$ cat config.mk
export PLATFORM = sky130hd
export DESIGN_NAME = bcd_seg_scan_flat
export DESIGN_NICKNAME = d
export VERILOG_FILES = /design/src/rtl/bcd_seg_scan_pkg.sv /design/src/rtl/bcd_seg_scan_if.sv /design/src/rtl/bcd_to_seg7.sv /design/src/rtl/bcd_seg_scan.sv /design/src/flat_wrapper.sv
export SDC_FILE = /design/constraint.sdc
export NUM_CORES = 1
export LEC_CHECK = 0
export ABC_AREA = 1
export CAP_MARGIN = 20
export CORE_ASPECT_RATIO = 1.5
export CORE_MARGIN = 5
export CORE_UTILIZATION = 59
export DETAILED_ROUTE_END_ITERATION = 10
export PLACE_DENSITY_LB_ADDON = 0.12
export SLEW_MARGIN = 20
export SYNTH_ARGS = -nofsm -noshare
export SYNTH_HDL_FRONTEND = slang
export SYNTH_SLANG_ARGS = --single-unit
$ cat constraint.sdc
create_clock -name clk -period 5.19 [get_ports clk]
set_clock_uncertainty 0.05 [all_clocks]
set_input_delay 1.038 -clock clk [delete_from_list [all_inputs] [get_ports clk]]
set_output_delay 1.038 -clock clk [all_outputs]
set_load 0.03 [all_outputs]
$ cat src/rtl/bcd_seg_scan_pkg.sv
// rtl/bcd_seg_scan_pkg.sv - shared glyph constants, digit types and helpers for the seven-segment scanner
package bcd_seg_scan_pkg;

  localparam int NUM_DIGITS = 4;

  // Active-low glyphs, bit order {g,f,e,d,c,b,a}
  localparam logic [6:0] SEG_0    = 7'b1000000;
  localparam logic [6:0] SEG_1    = 7'b1111001;
  localparam logic [6:0] SEG_2    = 7'b0100100;
  localparam logic [6:0] SEG_3    = 7'b0110000;
  localparam logic [6:0] SEG_4    = 7'b0011001;
  localparam logic [6:0] SEG_5    = 7'b0010010;
  localparam logic [6:0] SEG_6    = 7'b0000010;
  localparam logic [6:0] SEG_7    = 7'b1111000;
  localparam logic [6:0] SEG_8    = 7'b0000000;
  localparam logic [6:0] SEG_9    = 7'b0010000;
  localparam logic [6:0] SEG_DASH = 7'b0111111;

  localparam logic [7:0] SEG_OFF = 8'hFF;
  localparam logic [3:0] AN_OFF  = 4'b1111;

  typedef logic [1:0] digit_idx_t;

  function automatic logic [3:0] nibble_of(input logic [15:0] value, input digit_idx_t idx);
    logic [3:0] nib;
    nib = value[3:0];
    case (idx)
      2'd0: nib = value[3:0];
      2'd1: nib = value[7:4];
      2'd2: nib = value[11:8];
      2'd3: nib = value[15:12];
      default: nib = value[3:0];
    endcase
    return nib;
  endfunction

  // A digit is a leading zero when it and every more-significant nibble are zero; units never blank.
  function automatic logic leading_zero(input logic [15:0] value, input digit_idx_t idx);
    logic lz;
    lz = 1'b0;
    case (idx)
      2'd3: lz = (value[15:12] == 4'h0);
      2'd2: lz = (value[15:8] == 8'h00);
      2'd1: lz = (value[15:4] == 12'h000);
      default: lz = 1'b0;
    endcase
    return lz;
  endfunction

endpackage

$ cat src/rtl/bcd_seg_scan_if.sv
// rtl/bcd_seg_scan_if.sv - score input and display pin bundle for the seven-segment scanner
interface bcd_seg_scan_if;

  logic [15:0] bcd_in;
  logic        blank;
  logic [3:0]  an;
  logic [7:0]  seg;

  modport master (
    output bcd_in,
    output blank,
    input  an,
    input  seg
  );

  modport slave (
    input  bcd_in,
    input  blank,
    output an,
    output seg
  );

endinterface

$ cat src/rtl/bcd_to_seg7.sv
// rtl/bcd_to_seg7.sv - combinational BCD nibble to active-low seven-segment glyph
module bcd_to_seg7
  import bcd_seg_scan_pkg::*;
(
  input  logic [3:0] nibble,
  output logic [6:0] glyph
);

  // Codes A-F are not valid BCD and show a dash rather than hex letters.
  always_comb begin
    glyph = SEG_DASH;
    case (nibble)
      4'd0: glyph = SEG_0;
      4'd1: glyph = SEG_1;
      4'd2: glyph = SEG_2;
      4'd3: glyph = SEG_3;
      4'd4: glyph = SEG_4;
      4'd5: glyph = SEG_5;
      4'd6: glyph = SEG_6;
      4'd7: glyph = SEG_7;
      4'd8: glyph = SEG_8;
      4'd9: glyph = SEG_9;
      default: glyph = SEG_DASH;
    endcase
  end

endmodule

$ cat src/rtl/bcd_seg_scan.sv
// rtl/bcd_seg_scan.sv - 4-digit multiplexed seven-segment driver; SEG_LZB_EN enables leading-zero blanking
module bcd_seg_scan
  import bcd_seg_scan_pkg::*;
#(
  parameter int         SCAN_DIV = 100000,
  parameter int         DIV_W    = 17,
  parameter logic [3:0] DP_MASK  = 4'b0000
) (
  input  logic          clk,
  input  logic          rst,
  bcd_seg_scan_if.slave bus
);

  logic [DIV_W-1:0] prescaler;
  digit_idx_t       index;
  logic [15:0]      shadow;
  logic [3:0]       an_q;
  logic [7:0]       seg_q;

  logic             tick;
  logic             frame_end;
  logic             suppress;
  logic [3:0]       cur_nibble;
  logic [6:0]       cur_glyph;

  assign tick       = (prescaler == DIV_W'(SCAN_DIV - 1));
  assign frame_end  = tick && (index == 2'd3);
  assign cur_nibble = nibble_of(shadow, index);

  // Blanking looks only at the frame snapshot so a digit cannot flicker on mid-frame score changes.
`ifdef SEG_LZB_EN
  assign suppress = leading_zero(shadow, index);
`else
  assign suppress = 1'b0;
`endif

  bcd_to_seg7 u_decode (
    .nibble (cur_nibble),
    .glyph  (cur_glyph)
  );

  always_ff @(posedge clk) begin
    if (rst) begin
      prescaler <= '0;
      index     <= '0;
      shadow    <= 16'h0000;
      an_q      <= AN_OFF;
      seg_q     <= SEG_OFF;
    end else begin
      prescaler <= tick ? '0 : prescaler + 1'b1;
      if (tick) begin
        index <= index + 2'd1;
      end
      if (frame_end) begin
        shadow <= bus.bcd_in;
      end
      // blank only gates the pins; the scan keeps its place so release resumes mid-frame.
      if (bus.blank || suppress) begin
        an_q  <= AN_OFF;
        seg_q <= SEG_OFF;
      end else begin
        an_q  <= ~(4'b0001 << index);
        seg_q <= {~DP_MASK[index], cur_glyph};
      end
    end
  end

  assign bus.an  = an_q;
  assign bus.seg = seg_q;

endmodule
$ cat src/flat_wrapper.sv
// flat-port wrapper written by rule: the top's interface ports become plain ports
module bcd_seg_scan_flat import bcd_seg_scan_pkg::*;
#(
  parameter int         SCAN_DIV = 100000,
  parameter int         DIV_W    = 17,
  parameter logic [3:0] DP_MASK  = 4'b0000
)
  (clk, rst, bus_bcd_in, bus_blank, bus_an, bus_seg);
  bcd_seg_scan_if bus_i ();
  input  logic clk;
  input  logic rst;
  input wire logic [$bits(bus_i.bcd_in)-1:0] bus_bcd_in;
  input wire logic [$bits(bus_i.blank)-1:0] bus_blank;
  output wire logic [$bits(bus_i.an)-1:0] bus_an;
  output wire logic [$bits(bus_i.seg)-1:0] bus_seg;
  assign bus_i.bcd_in = bus_bcd_in;
  assign bus_i.blank = bus_blank;
  assign bus_an = bus_i.an;
  assign bus_seg = bus_i.seg;
  bcd_seg_scan #(.SCAN_DIV(SCAN_DIV), .DIV_W(DIV_W), .DP_MASK(DP_MASK)) u_core (.clk(clk), .rst(rst), .bus(bus_i));
endmodule
==> results of run 1 <==
[placed cells by master, fill, tap and decap left out, types with 5 or more instances in the layout]
cell type,Yosys,routed
sky130_fd_sc_hd__clkdlybuf4s50_1,0,29
sky130_fd_sc_hd__nand2_2,5,5
sky130_fd_sc_hd__inv_1,33,33
sky130_fd_sc_hd__nor2_1,65,65
sky130_fd_sc_hd__ha_1,9,9
sky130_fd_sc_hd__nand3_1,14,14
sky130_fd_sc_hd__dfxtp_1,46,46
sky130_fd_sc_hd__nand4_1,20,20
sky130_fd_sc_hd__a21oi_1,10,10
sky130_fd_sc_hd__clkbuf_8,0,6
sky130_fd_sc_hd__nand2_1,76,76
[where the power goes]
part           internal (mW)  switching, mW
combinational         0.0219         0.0215
clock                  0.107          0.114
sequential             0.357        0.00194
[metal layers]
metal,wire length [um],up-vias,GRT usage [%]
met5,0,-,0
met4,109,0,8.687
met3,228,14,4.599
met2,2552,44,37.38
met1,1839,893,20.68
li1,-,1089,-
[per-stage QoR]
step                setup slack, ns  cell area [um^2]  utilization, %  hold slack [ns]  cells
floorplan                     3.382              2338               -           0.3675    330
global placement              2.475              2623           67.44           0.3736    396
detailed placement            2.456              2623           67.44           0.3894    396
CTS                           2.782              2714           69.79           0.4015    404
global route                  2.645              2720           69.95           0.4138    404
finish                        2.762              2720           69.95           0.3962    404
[final cells by class]
| cell class | instances | area, um^2 | share of cell area (%) |
|---|---|---|---|
| clock buffer | 7 | 86.33 | 3.174 |
| sequential | 46 | 920.9 | 33.85 |
| inverter | 41 | 153.9 | 5.658 |
| clock inverter | 1 | 5.005 | 0.1840 |
| tap | 45 | 56.30 | 2.070 |
| timing repair buffer | 29 | 290.3 | 10.67 |
| multi-input combinational | 235 | 1207 | 44.39 |
[state kept, by name (all words and copies together), names as in the netlist]
register / flops
u_core.bus.an: 4
u_core.prescaler: 17
u_core.index: 2
u_core.bus.seg: 7
u_core.shadow: 16
[cells by family after synthesis]
group / after synthesis
XOR/XNOR: 4
flip-flops: 46
AND/OR/NAND/NOR: 200
other: 1
AO/OA/AOI/OAI: 21
adder cells (fa/ha/maj): 9
buffers and inverters: 49
[worst paths after layout]
check | depth (start not counted) | start | endpoint | slack [ns]
hold reg to reg | 1 | u_core.prescaler[0] | u_core.prescaler[0] | 0.40
setup reg to reg | 9 | u_core.index[0] | u_core.bus.seg[4] | 2.96
hold / removal | 1 | u_core.prescaler[0] | u_core.prescaler[0] | 0.40
setup / recovery | 4 | rst | u_core.prescaler[4] | 2.76
==> out/qor.yml, run 1 <==
yosys:
  synth-async-reset-ratio_pct: 0
  synthSimpleGateAreaFrac_pct: 39.91
  muxShareOfSynthArea_pct: 0
  yosys.area_share.adder_pct: 4.815
  ys.warnings.count: 0
  syn_avg_cell_area_um2: 7.086
  synth_top_family_by_area: "simple AND/OR/NAND/NOR gates"
  dominant_synthesized_flop_cell: "sky130_fd_sc_hd__dfxtp_1"
  synth.yosys.seq_area_share_pct: 39.38
  synth_compound_area_share_pct: 4.976
  synth.cells.most_frequent: "sky130_fd_sc_hd__nand2_1 (76), sky130_fd_sc_hd__nor2_1 (65), sky130_fd_sc_hd__dfxtp_1 (46)"
  post_synth_xor_area_fraction_pct: 1.498
  post_synthesis_cell_count: 330
  postSynthRegisterBits: 46
  synthDominantCellAreaShare_pct: 39.38
  syn-cell-area_um2: 2338
  synthDominantAreaCellType: "sky130_fd_sc_hd__dfxtp_1"
  synth.area.top_cells: "sky130_fd_sc_hd__dfxtp_1 (39%), sky130_fd_sc_hd__nand2_1 (12%), sky130_fd_sc_hd__nor2_1 (10%)"
  synth.most_common_cell: "sky130_fd_sc_hd__nand2_1"
  post_synth_num_cell_types: 35
  postSynthNetCount: 358
  number_of_enable_flip_flop_cells_after_synthesis: 0
floorplanning:
  width_of_the_die_um: 61.41
  dieArea_um2: 5349
  floorplan.rows: 28
  ios: 31
  placeableCoreArea_um2: 3889
  die_height_um: 87.11
  initial_core_util_pct: 60.14
sta:
  period_utilization_pct: 46.79
  rsz0062_at_grt: "false"
  worst_slew_pin_slew_ns: 0.7492
  slew_violations: 0
  worst_slew_margin_rel_pct: 50.05
  finalHoldViolations: 0
  number_of_setup_violations_in_the_final_report: 0
  max_freq_mhz: 411.8
  post-route-min-period_ns: 2.428
  setup-tns-final_ns: 0
clock_network:
  cts_root_buf: "sky130_fd_sc_hd__clkbuf_8"
  cts_resized: 0
  post_cts_buffers: 0
  clk_latency_ns: 0.29
  clkTransAtPathRegs_ns: 0.08
  cts_max_path_buffers: 2
  cts_htree_levels: 2
  tritoncts.num_buffers: 5
  cts_sinks: 46
  cts_hold_buf: 0
  tritoncts: "yes"
route:
  drc: 0
  first_iter_violations: 47
  route.vias.total: 2040
  post_drt_via_cell_ratio: 5.050
  post_drt_wl_per_cell_um: 11.71
  drtAntennaViolNets: 0
  drtPass1Iterations: 4
  finalWirelength_um: 4731
placed_design:
  placement.io_buffers: 29
  post-dp-hpwl_um: 3544
  routabilityCongestion: 0.8744
layout:
  filler_cell_count: 354
  insertedDiodeCount: 0
  layout-drive-gt1-share_pct: 7.799
  syn_to_final_growth_pct: 16.32
  post_layout_nets: 386
setup_path:
  timing.critical_path.cells: "clkdlybuf4s50_1 > clkinv_1 > nand2_2 > nor3b_1"
  crit_path_start_kind: "input pin"
  cp_top_family: "buffers and inverters"
  critical_path.n_buffers_inverters: 2
  worst-endpoint-arrival_ns: 2.55
  worst_path_required_time_ns: 5.32
  cp_slowest_stage_delay_ns: 0.49
  crit_fanout: 19
  path_class: "in2reg"
  crit_path_top_delay_cell: "sky130_fd_sc_hd__nand2_2"
  cp-end-kind: "flip-flop"
power_and_ir_drop:
  powerDensity_nw_per_um2: 229.3
  vdd_drop_max_mv: 0.1906
  power.static_leakage_nw: 1.112
  total_power_uw: 623.8
global_routing:
  grt_use_total_pct: 20.21
  global_route.overflow_total: 0
  grt_max_degree: 23
  grt_antenna_before_repair: 0
  wire_length_of_the_first_global_routing_pass_um: 8197
  grt_pass1_vias: 1995
job:
  max-cap-violations: 0
worst_hold_path:
  worstHoldPathType: "reg2reg"
outcome:
  run_status: "completed"
(Power assumes the default switching activity.)
==> run 2, diff against run 1 <==
- CORE_UTILIZATION: 59 -> 54
- clock period: 5.19 -> 2.38 ns (I/O delays scaled with it)
==> run 2 against run 1 <==
  * Total power grew 130%
  * Largest cell class unchanged
  * Flip-flop and latch count is the same
  * Highest routed layer unchanged
  * Combinational power grew 120%
  * Hold slack gained 0.012 ns
  * Non-clock buffer count grew 4
  * Register-to-register slack lost 2.5 ns
  * Clock-buffer cell count is the same
  * Sequential power grew 120%
  * Clock power grew to 2.6 times the previous value
  * Final area grew 1.5%
  * Critical path depth grew 5
  * Final cell count grew 1.2%
==> out/qor.yml, run 2 (synthesis gave the netlist of run 1 again) <==
floorplanning:
  initial_core_util_pct: 55.56  # -4.6 points
  width_of_the_die_um: 63.73  # +3.8%
  die_height_um: 90.60  # +4.0%
  ios: 31  # unchanged
  placeableCoreArea_um2: 4209  # +8.2%
  floorplan.rows: 29  # +3.6%
  dieArea_um2: 5774  # +7.9%
layout:
  leading_cell_types_in_the_layout_fill_and_taps_excluded: "sky130_fd_sc_hd__nand2_1 (76), sky130_fd_sc_hd__nor2_1 (65), sky130_fd_sc_hd__dfxtp_1 (46)"
  post_layout_nets: 390  # +1.0%
  syn_to_final_growth_pct: 18.03
  most_common_library_cell_in_the_layout_ignoring_fill_and_taps: "sky130_fd_sc_hd__nand2_1"
  end_of_flow_core_utilization_pct: 65.58  # -4.4 points
  finish.cell_count_without_fillers: 409  # +1.2%
  layout-drive-gt1-share_pct: 8.540  # +0.74 points
  registers.top_by_ff_count: "u_core.prescaler"
  layout.cell_area.non_filler_um2: 2760  # +1.5%
  insertedDiodeCount: 0  # unchanged
  max_reg_flops: 17  # unchanged
route:
  drtPass1Iterations: 4  # unchanged
  route.vias.total: 2130  # +4.4%
  post_drt_via_cell_ratio: 5.208  # +3.1%
  drtAntennaViolNets: 0  # unchanged
  drc: 0  # unchanged
  finalWirelength_um: 4774  # +0.91%
  first_iter_violations: 55  # +17%
  post_drt_wl_per_cell_um: 11.67  # -0.32%
global_routing:
  grt_use_total_pct: 17.88  # -2.3 points
  wire_length_of_the_first_global_routing_pass_um: 8493  # +3.6%
  grt_pass1_vias: 2060  # +3.3%
  grt_antenna_before_repair: 0  # unchanged
  global_route.overflow_total: 0  # unchanged
  grt_max_degree: 19  # -17%
placed_design:
  placement.io_buffers: 29  # unchanged
  post-dp-hpwl_um: 3676  # +3.7%
  placed_cells: 401  # +1.3%
  routabilityCongestion: 0.9416  # +7.7%
  dpl_cell_area_um2: 2654  # +1.2%
worst_hold_path:
  worstHoldPathType: "reg2reg"
setup_path:
  critical_path.n_buffers_inverters: 2  # unchanged
  path_class: "reg2reg"
  timing.critical_path.cells: "ha_1 > buf_4 > nand2_1 > nand2_1 > nor2_1 > nor2_1 > inv_1 > o21ai_0 > o21ai_1"
  cp_top_family: "buffers and inverters"
  worst-endpoint-arrival_ns: 2.07  # -0.48 ns
  crit_fanout: 13  # -6
  cp_slowest_stage_delay_ns: 0.39  # -0.10 ns
  worst_path_required_time_ns: 2.53  # -2.79 ns
  cp-end-kind: "flip-flop"
  crit_path_top_delay_cell: "sky130_fd_sc_hd__dfxtp_1"
  crit_path_start_kind: "flip-flop"
clock_network:
  post_cts_buffers: 0  # unchanged
  cts_max_path_buffers: 2  # unchanged
  cts_resized: 0  # unchanged
  cts_root_buf: "sky130_fd_sc_hd__clkbuf_8"
  tritoncts: "yes"
  clkTransAtPathRegs_ns: 0.09  # about the same
  clk_latency_ns: 0.30  # about the same
  cts_hold_buf: 0  # unchanged
  cts_sinks: 46  # unchanged
  tritoncts.num_buffers: 5  # unchanged
  cts_htree_levels: 2  # unchanged
power_and_ir_drop:
  power_report.internal_total_mw: 1.144  # +130%
  power_frac_clock_pct: 39.6  # +4.2 points
  total_power_mw: 1.456  # +130%
  vdd_drop_max_mv: 0.4992  # +160%
  power.static_leakage_nw: 1.132  # +1.8%
  powerDensity_nw_per_um2: 527.5  # +130%
  power.share.sequential_pct: 53.8  # -3.8 points
  power.combinational.fraction_pct: 6.6  # -0.4 points
  p_sw_uw: 312.3  # +130%
  netSwitchingFraction_pct: 21.45  # -0.51 points
sta:
  setup-tns-final_ns: 0  # unchanged
  max_freq_mhz: 518.6
  number_of_setup_violations_in_the_final_report: 0  # unchanged
  rsz0062_at_grt: "false"
  post-route-min-period_ns: 1.928
  slew_violations: 0  # unchanged
  period_utilization_pct: 81.01
  finalHoldViolations: 0  # unchanged
job:
  max-cap-violations: 0  # unchanged
outcome:
  run_status: "completed"
==> run 2: cell types whose count changed in the layout (fill, tap and decap cells not counted) <==
cell                        previous run  this run
sky130_fd_sc_hd__buf_4                 0         4
sky130_fd_sc_hd__bufinv_16             0         1
sky130_fd_sc_hd__clkbuf_8              6         5
sky130_fd_sc_hd__clkinv_2              1         0
sky130_fd_sc_hd__nor3_4                1         0
sky130_fd_sc_hd__clkbuf_1              1         2
sky130_fd_sc_hd__nor3_2                0         1
==> run 2: power by group through the flow <==
stage               sequential [mW]  combinational (mW)  clock [mW]
floorplan                     0.815              0.0344           0
detailed placement            0.802              0.0964           0
global placement              0.802              0.0961           0
global route                  0.786               0.106       0.626
CTS                           0.784              0.0966       0.585
finish                        0.784              0.0956       0.577
==> run 2: layer usage <==
metal	track usage (%)	up-vias	share of wire, %	wire length [um]
met5	0	-	0	0
met4	11.27	0	3.7	179
met3	3.861	17	4.1	195
met2	31.86	44	54	2578
met1	18.20	970	38	1820
li1	-	1099	-	-
==> run 2: final timing paths <==
path	startpoint	to	slack [ns]	depth (start not counted)
worst min-delay path	u_core.prescaler[0]	u_core.prescaler[0]	0.41	1
worst max register to register	u_core.index[0]	u_core.bus.seg[5]	0.45	9
worst max-delay path	u_core.index[0]	u_core.bus.seg[5]	0.45	9
worst min register to register	u_core.prescaler[0]	u_core.prescaler[0]	0.41	1
==> run 2: stage by stage <==
stage / worst slack (ns) / hold slack [ns]
4_1_cts: 0.4406 / 0.4122
3_5_place_dp: 0.4538 / 0.3928
2_1_floorplan: 0.7224 / 0.3675
3_3_place_gp: 0.5447 / 0.3826
6_report: 0.4519 / 0.4077
5_1_grt: 0.2389 / 0.4408
==> run 2: cell type report <==
class	count	area, um^2
repair buffers	33	320.3
flip-flops and latches	46	920.9
fillers	416	1449
clock inverters	1	30.03
multi-input cells	235	1201
inverters	41	153.9
well taps	46	57.56
clock buffers	7	76.32
==> run 3, diff against run 2 <==
- CORE_UTILIZATION: 54 -> 49
- clock period: 2.38 -> 1.6 ns (I/O delays scaled with it)
==> run 3 against run 2 <==
  * The flow now finishes with violations (negative setup slack)
  * Utilization up 3.9 points
  * Total power up 46%
  * Combinational power increased by 47%
  * Final cell count rose by 9.8%
  * Critical endpoint is now u_core.bus.seg[4]
==> out/qor.yml, run 3 (synthesis gave the netlist of run 1 again) <==
outcome:
  run_status: "finished with violations"
  failed_checks: "negative setup slack"
floorplanning:
  floorplan.rows: 30  # +3.4%
  placeableCoreArea_um2: 4579  # +8.8%
  die_height_um: 94.61  # +4.4%
  initial_core_util_pct: 51.07  # -4.5 points
  ios: 31  # unchanged
  width_of_the_die_um: 66.41  # +4.2%
  dieArea_um2: 6283  # +8.8%
setup_path:
  r2r-start: "u_core.index[0]"
  timing.critical_path.cells: "inv_6 > ha_4 > nand2_1 > nand2_1 > o21bai_4 > ha_2 > nand3_1 > nand3_1 > nand3_1"
  crit_path_top_delay_cell: "sky130_fd_sc_hd__dfxtp_4"
  timing.rr.end: "u_core.bus.seg[4]"
  crit_fanout: 5  # -8
  cp_top_family: "simple AND/OR/NAND/NOR gates"
  worst_path_required_time_ns: 1.73  # -0.80 ns
  rr_worst_depth: 9  # unchanged
  cp-end-kind: "flip-flop"
  timing.reg2reg.setup_slack_ns: -0.09  # -0.54 ns
  critical_path.n_buffers_inverters: 1  # -1
  worst-endpoint-arrival_ns: 1.82  # -0.25 ns
  path_class: "reg2reg"
  crit_path_frequent_cell: "sky130_fd_sc_hd__nand3_1"
  crit_path_start_kind: "flip-flop"
  cp_slowest_stage_delay_ns: 0.41  # +0.02 ns
layout:
  leading_cell_types_in_the_layout_fill_and_taps_excluded: "sky130_fd_sc_hd__nand2_1 (70), sky130_fd_sc_hd__nor2_1 (58), sky130_fd_sc_hd__dfxtp_1 (42)"
  post_layout_nets: 412  # +5.6%
  insertedDiodeCount: 0  # unchanged
  layout-drive-gt1-share_pct: 22.86  # +14 points
  registers.top_by_ff_count: "u_core.prescaler"
  filler_cell_count: 393  # -5.5%
  syn_to_final_growth_pct: 36.12
  most_common_library_cell_in_the_layout_ignoring_fill_and_taps: "sky130_fd_sc_hd__nand2_1"
  finish.cell_count_without_fillers: 449  # +9.8%
  end_of_flow_core_utilization_pct: 69.51  # +3.9 points
  max_reg_flops: 17  # unchanged
job:
  max-cap-violations: 0  # unchanged
worst_hold_path:
  worstHoldPathType: "reg2reg"
  worst_hold_path.num_cells: 1  # unchanged
  hold_start: "u_core.prescaler[0]"
  min_delay_worst_endpoint: "u_core.prescaler[0]"
power_and_ir_drop:
  powerDensity_nw_per_um2: 667.0  # +26%
  total_power_mw: 2.123  # +46%
  power.static_leakage_nw: 1.273  # +12%
  vdd_drop_max_mv: 0.5561  # +11%
placed_design:
  placement.io_buffers: 29  # unchanged
  pre_cts_slack_ns: -0.1296  # -0.5834 ns
  routabilityCongestion: 0.9147  # -2.9%
  post-dp-hpwl_um: 3766  # +2.5%
  placed_cells: 433  # +8.0%
global_routing:
  grtUsageMet2_pct: 34.96  # +3.1 points
  grt_antenna_before_repair: 0  # unchanged
  grt_max_degree: 19  # unchanged
  fraction_of_met3_tracks_used_by_global_routing_pct: 3.452  # -0.41 points
  grt_use_total_pct: 17.66  # -0.22 points
  groute.layer.met1.usage_pct: 16.81  # -1.4 points
  busiest_layer: "met2"
  wire_length_of_the_first_global_routing_pass_um: 8742  # +2.9%
  global_route.overflow_total: 0  # unchanged
  grt_pass1_vias: 2160  # +4.9%
sta:
  post-route-min-period_ns: 1.690  # -0.2376 ns
  max_freq_mhz: 591.5  # +14%
  final.hold.worst_slack_ns: 0.3888  # -0.01894 ns
  number_of_setup_violations_in_the_final_report: 3  # +3
  period_utilization_pct: 105.7  # +25 points
  slew_violations: 0  # unchanged
  rsz0062_at_grt: "true"
  fin_ws_ns: -0.09048  # -0.5424 ns
  finalHoldViolations: 0  # unchanged
route:
  drtPass1Iterations: 4  # unchanged
  post_drt_via_cell_ratio: 4.967  # -4.6%
  post_drt_wl_per_cell_um: 12.62  # +8.1%
  drc: 0  # unchanged
  drtAntennaViolNets: 0  # unchanged
  first_iter_violations: 158  # +190%
  route.vias.total: 2230  # +4.7%
  finalWirelength_um: 5667  # +19%
clock_network:
  tritoncts.num_buffers: 5  # unchanged
  cts_root_buf: "sky130_fd_sc_hd__clkbuf_8"
  clkTransAtPathRegs_ns: 0.08  # about the same
  tritoncts: "yes"
  clk_latency_ns: 0.30  # about the same
  cts_max_path_buffers: 2  # unchanged
  cts_htree_levels: 2  # unchanged
  cts_sinks: 46  # unchanged
==> run 3: through the flow <==
step                setup TNS, ns  area [um^2]
finish                    -0.1640         3183
floorplan                       0         2347
global route              -0.6633         3183
CTS                       -0.3401         2908
detailed placement        -0.6246         2790
global placement          -0.3546         2790
==> run 3: how the worst max path moves through the flow <==
stage	slack [ns]	cells after the start	to	from
floorplan	0.000009	9	u_core.bus.seg[5]	u_core.index[0]
global placement	-0.09	11	u_core.bus.seg[3]	u_core.index[0]
detailed placement	-0.13	11	u_core.bus.seg[3]	u_core.index[0]
CTS	-0.06	11	u_core.bus.seg[3]	u_core.index[0]
global route	-0.19	9	u_core.bus.seg[4]	u_core.index[0]
finish	-0.09	9	u_core.bus.seg[4]	u_core.index[0]
==> run 3: power breakdown <==
group / internal [mW] / switching, mW / total [mW]
Combinational: 0.0713 / 0.0700 / 0.141
Sequential: 1.16 / 0.00841 / 1.16
Clock: 0.436 / 0.381 / 0.817
Total: 1.66 / 0.459 / 2.12
==> run 3: repair_timing <==
action                                  4_1_cts  5_1_grt
endpoints found under the setup margin       18       26
gates resized for setup                      16       56
hold buffers                                  0        0
cloned                                        0        2
pin swaps                                     2       23
hold endpoints to repair                      0        0
setup buffers                                 1        5
==> run 3: layer usage <==
layer	vias to the layer above	routed length [um]
met3	10	202
met1	1022	2239
met4	0	115
li1	1148	-
met2	50	3108
met5	-	0
==> run 3: layout make-up <==
| class | instances | area [um^2] | area share [%] |
|---|---|---|---|
| Clock buffer | 8 | 110.1 | 3.459 |
| Inverter | 41 | 166.4 | 5.228 |
| Multi-Input combinational cell | 236 | 1414 | 44.42 |
| Sequential cell | 46 | 933.4 | 29.32 |
| Tap cell | 64 | 80.08 | 2.516 |
| Timing Repair Buffer | 54 | 479.2 | 15.06 |
==> RTL change 1 (settings of run 2) <==
`DIV_W` is set to 17 in 2 places; all go to 19.
--- a/src/rtl/bcd_seg_scan.sv
+++ b/src/rtl/bcd_seg_scan.sv
@@ -3,7 +3,7 @@
   import bcd_seg_scan_pkg::*;
 #(
   parameter int         SCAN_DIV = 100000,
-  parameter int         DIV_W    = 17,
+  parameter int         DIV_W    = 19,
   parameter logic [3:0] DP_MASK  = 4'b0000
 ) (
   input  logic          clk,
--- a/src/flat_wrapper.sv
+++ b/src/flat_wrapper.sv
@@ -2,7 +2,7 @@
 module bcd_seg_scan_flat import bcd_seg_scan_pkg::*;
 #(
   parameter int         SCAN_DIV = 100000,
-  parameter int         DIV_W    = 17,
+  parameter int         DIV_W    = 19,
   parameter logic [3:0] DP_MASK  = 4'b0000
 )
   (clk, rst, bus_bcd_in, bus_blank, bus_an, bus_seg);
Behaviour: no difference found for any inputs over 10 cycles, from zero or initial values and one cycle with rst high; that may be too few to reach the edited logic, so the function may still have changed.
==> RTL change 1 against run 2 <==
Count of clock-buffer cells in the layout did not move. Routed wire length grew 3.3%. Sequential cell count rose by 2. Via count is 2.8% higher. Area after synthesis increased by 2.0%. Total power rose by 6.6%. Synthesized cell count rose by 4.5%. Global-route usage up 0.31 points. Cell area is 3.1% higher. Non-clock buffer count grew 1. Setup slack worse by 0.012 ns. Critical endpoint is now u_core.bus.seg[3]$_SDFF_PP1_.
==> RTL change 1: results (changes against run 2) <==
[outcome]
outcome = finished, final reports clean  ; unchanged

[placement]
post_place_cells = 417  ; was 401
io_buffer_count = 29  ; unchanged
gpl.final_weighted_congestion = 0.940  ; was 0.942
dpl-instance-area_um2 = 2720  ; was 2650 um^2
detailedPlacementHpwl_um = 3850  ; was 3680 um

[logic_synthesis]
ys_top_cells_by_area = dfxtp_1, nand2_1, nor2_1  ; unchanged
synth_area_per_cell_um2 = 6.91  ; was 7.09 um^2
syn_nets = 373  ; was 358
post_synth_num_cell_types = 32  ; was 35
ys.warnings.count = 0  ; unchanged
ys.flop_type = dfxtp_1  ; unchanged
synth_seq_area_share_pct = 40.3  ; was 39.4%
synth.cells.most_frequent = nand2_1, nor2_1, dfxtp_1  ; unchanged
async_flop_share_pct = 0  ; unchanged

[clocking]
post_cts.resized_instances = 0  ; unchanged
cts-root-to-sink-buffers = 2  ; unchanged
clock_tree_root = clkbuf_8  ; unchanged
clk_lat_worst_skew_ns = 0.30  ; about the same
clk_pin_slew_worst_paths_ns = 0.09  ; about the same
ctsHtreeMaxLevel = 2  ; unchanged
cts_made_buffers = 5  ; unchanged
postCtsSetupBuffers = 0  ; unchanged

[pwr]
clkPwrFrac_pct = 41.1  ; was 39.6%
comb_power_mw = 0.0966  ; was 0.0956 mW
intPower_mw = 1.23  ; was 1.14 mW
clock_network_power_consumption_mw = 0.638  ; was 0.577 mW
max_vdd_drop_uv = 681  ; was 499 uV
power.static_leakage_nw = 1.22  ; was 1.13 nW

[global_route]
track_usage_pct = 18.2  ; was 17.9%
grt_pass1_vias = 2117  ; was 2060
grt_first_pass_wirelength_um = 8710  ; was 8490 um
grt_max_degree = 20  ; was 19

[layout]
drive_gt1_share_pct = 7.92  ; was 8.54%
register_containing_the_most_flip_flops_in_the_final_layout = u_core.prescaler  ; unchanged
stdcell_count = 425  ; was 409
nNetsFinal = 406  ; was 390
fillCellCount = 413  ; was 416
largest_register_ff_count = 19  ; was 17

[sta]
fin_worst_hold_slack_ns = 0.406  ; was 0.408 ns
tightestPinTransition_ns = 0.648

[route]
drtPass1Iterations = 4  ; unchanged
route.detailed.vias_per_inst = 5.15  ; was 5.21
totalWireLength_um = 4930  ; was 4770 um
drt_iter0_drc = 67  ; was 55

[worst_setup_path]
crit_path_max_fanout = 9  ; was 13
cp-endpoint = u_core.bus.seg[3]$_SDFF_PP1_  ; was u_core.bus.seg[5]$_SDFF_PP1_
worst-r2r-setup-slack_ns = 0.44
rr_worst_depth = 12  ; was 9
regToRegStartpoint = u_core.index[0]$_SDFFE_PP0P_  ; unchanged
timing_worst_setup_path_type = flip-flop to flip-flop  ; unchanged
worstPathArrival_ns = 2.09  ; was 2.07 ns

[worst_hold_path]
whs_path_depth = 1  ; unchanged
timing.hold.worst.start = u_core.prescaler[0]$_SDFF_PP0_  ; unchanged

[floorplan]
initial_utilization_pct = 56.2  ; was 55.6%

==> RTL change 1: cell types whose count changed after synthesis, moves of 2 or more <==
cell,change
clkinv_1,-2
dfxtp_1,+2
inv_1,+4
nand2_1,+15
nand2_2,-2
nand3_1,+2
nand4_1,-3
nor2_1,+2
nor2_4,-3
nor3b_1,-2
o21ai_0,+2
o21ai_1,-4
or2_0,-2
xor2_1,+3
==> RTL change 1: metrics by stage <==
stage / setup slack [ns] / utilization (%)
3_5_place_dp: 0.438 / 64.0
5_1_grt: 0.208 / 67.0
2_1_floorplan: 0.618 / -
6_report: 0.439 / 67.0
3_3_place_gp: 0.488 / 64.0
4_1_cts: 0.430 / 67.0
==> RTL change 1: cell type report <==
cell class	instances	area share, %
multi-input combinational	246	42.6
sequential	48	33.8
timing repair buffer	34	11.5
inverter	43	5.67
clock buffer	7	3.39
tap	46	2.02
clock inverter	1	1.06
==> RTL change 1: cell families after synthesis <==
kind of cell | synth area share (%)
simple gates | 38.6
buf+inv | 8.92
flops | 40.3
compound gates | 4.77
fa+ha+maj | 4.72
xor+xnor | 2.57
other cells | 0.157
==> RTL change 1: per-layer routing <==
metal | share of wire, % | track usage (%)
met5 | 0 | 0
met4 | 4.7 | 11.5
met3 | 4.6 | 4.20
met2 | 53 | 32.0
met1 | 38 | 18.7
==> RTL change 1: worst max-delay path: stages, from the launching register on <==
cell	delay [ns]
dfxtp_1	0.39
ha_1	0.37
nand2_1	0.12
nand2_1	0.07
nor2_1	0.04
nor2_2	0.15
inv_1	0.11
ha_1	0.30
inv_1	0.04
nand2_1	0.05
nand2_1	0.05
nand2_1	0.05
nand2_1	0.04
==> RTL change 2 (config.mk and constraints of run 2) <==
Made on the original files. Make the reset (`rst`) asynchronous in one clocked block.
--- a/src/rtl/bcd_seg_scan.sv
+++ b/src/rtl/bcd_seg_scan.sv
@@ -39,7 +39,7 @@
     .glyph  (cur_glyph)
   );
 
-  always_ff @(posedge clk) begin
+  always_ff @(posedge clk or posedge rst) begin
     if (rst) begin
       prescaler <= '0;
       index     <= '0;
Behaviour: differs if rst is asserted again (counterexample within 4 cycles, from zero or initial values and one cycle with rst high); with rst held inactive, the same outputs for 10 cycles.
==> RTL change 2 against run 2 <==
Sequential power hardly changed. Cell area grew 0.82%. Fmax fell by 4.4%. Synthesized cell count shrank 10%. First-iteration DRC count up 38%. Area after synthesis is 1.4% higher. Sequential cell count did not move. Total power decreased by 9.3%. Routed wire length is 0.82% lower. Setup slack worse by 0.088 ns.
==> RTL change 2: results (changes against run 2) <==
[layout]
fillCellCount = 382  ; was 416
nNetsFinal = 357  ; was 390

[worst_setup_path]
crit_path_max_fanout = 1  ; was 13
worstPathArrival_ns = 1.49  ; was 2.07 ns
slowest_stage = clkdlybuf4s50_1  ; was dfxtp_1
timing.critical_path.slowest_cell_delay_ns = 0.67  ; was 0.39 ns
rr_worst_depth = 11  ; was 9
worst-r2r-setup-slack_ns = 0.41  ; was 0.45 ns
regToRegStartpoint = u_core.index[0]$_DFFE_PP0N_  ; was u_core.index[0]$_SDFFE_PP0P_
reg2reg_to = u_core.bus.seg[3]$_DFF_PP1_  ; was u_core.bus.seg[5]$_SDFF_PP1_

[worst_hold_path]
hold_path.class = flip-flop to flip-flop  ; unchanged
timing.hold.worst.start = u_core.shadow[2]$_DFFE_PP0P_  ; was u_core.prescaler[0]$_SDFF_PP0_

[route]
via_count_of_the_routed_design = 1945  ; was 2130
drtPass1Iterations = 6  ; was 4
wl_per_cell_um = 12.6  ; was 11.7 um
drt_iter0_drc = 76  ; was 55

[logic_synthesis]
synth.cells.most_frequent = nand2_1, dfrtp_1, nor2_1  ; was nand2_1, nor2_1, dfxtp_1
syn_nets = 325  ; was 358
post_synth_num_cell_types = 31  ; was 35
async_flop_share_pct = 100  ; was 0%
ys_top_cells_by_area = dfrtp_1, nand2_1, dfstp_2  ; was dfxtp_1, nand2_1, nor2_1

[sta]
fin_worst_hold_slack_ns = 0.422  ; was 0.408 ns

[global_route]
grt_max_degree = 47  ; was 19
grt_first_pass_wirelength_um = 8380  ; was 8490 um
track_usage_pct = 17.9  ; about the same
groute.layer.met1.usage_pct = 19.4  ; was 18.2%
grt.met2_usage_pct = 33.0  ; was 31.9%

[clocking]
cts_made_buffers = 5  ; unchanged

[pwr]
max_vdd_drop_uv = 549  ; was 499 uV
power.static_leakage_nw = 1.30  ; was 1.13 nW

[outcome]
outcome = finished, final reports clean  ; unchanged

[placement]
detailedPlacementHpwl_um = 3690  ; was 3680 um

RTL change 2: cell types whose count changed after synthesis, moves of 10 or more:
cell | run 2 | this run
dfrtp_1 | 0 | 35
dfstp_2 | 0 | 11
dfxtp_1 | 46 | 0
inv_1 | 33 | 23
nand2_1 | 76 | 99
nand3_1 | 14 | 28
nand4_1 | 20 | 9
nor2_1 | 65 | 33
RTL change 2: layout make-up:
| type | count | area, um^2 | share of cell area, % |
|---|---|---|---|
| Timing Repair Buffer | 31 | 305 | 11.0 |
| Clock buffer | 5 | 68.8 | 2.47 |
| Clock inverter | 3 | 21.3 | 0.764 |
| Sequential cell | 46 | 1160 | 41.9 |
| Tap cell | 46 | 57.6 | 2.07 |
| Inverter | 34 | 129 | 4.63 |
| Multi-Input combinational cell | 211 | 1040 | 37.2 |
RTL change 2: worst max-delay path by stage:
stage	startpoint	endpoint	slack [ns]	cells after the start
6_report	u_core.bus.an[1]$_DFF_PP1_	bus_an[1]	0.36	1
5_1_grt	u_core.index[0]$_DFFE_PP0N_	u_core.bus.seg[3]$_DFF_PP1_	0.22	11
4_1_cts	u_core.bus.an[1]$_DFF_PP1_	bus_an[1]	0.35	1
3_5_place_dp	u_core.index[0]$_DFFE_PP0N_	u_core.bus.seg[3]$_DFF_PP1_	0.42	11
3_3_place_gp	u_core.index[0]$_DFFE_PP0N_	u_core.bus.seg[3]$_DFF_PP1_	0.47	10
2_1_floorplan	u_core.index[0]$_DFFE_PP0N_	u_core.bus.seg[3]$_DFF_PP1_	0.71	11
RTL change 2: logic make-up (layout without fill, tap and decap cells):
family                     after synthesis  in the layout  synth area share [%]
DFF                                     46             46                  49.1
other                                    1              1                 0.158
and+or+nand+nor                        180            180                  32.3
adders and majority gates                9              9                  4.75
xor gates and xnor gates                 9              9                  3.32
AOI/OAI and AO/OA                       12             12                  3.11
buffers and inverters                   40             73                  7.23
RTL change 2: through the flow:
step	instances	setup slack (ns)	total power [mW]	utilization, %	instance area, um^2
6_report	376	0.364	1.32	65.5	2780
5_1_grt	376	0.217	1.38	65.5	2780
4_1_cts	376	0.347	1.34	65.5	2780
3_5_place_dp	368	0.415	0.859	63.4	2690
3_3_place_gp	368	0.471	0.858	63.4	2690
2_1_floorplan	297	0.707	0.820	-	2370
RTL change 2: power breakdown:
part,switching (mW),internal (mW)
clock,0.272,0.206
sequential,0.000359,0.785
combinational,0.0273,0.0303
total,0.299,1.02
RTL change 2: layer usage:
layer / share of wire [%] / wire length [um]
met1: 38 / 1820
met2: 55 / 2610
met4: 2.5 / 120
met5: 0 / 0
met3: 4.1 / 192
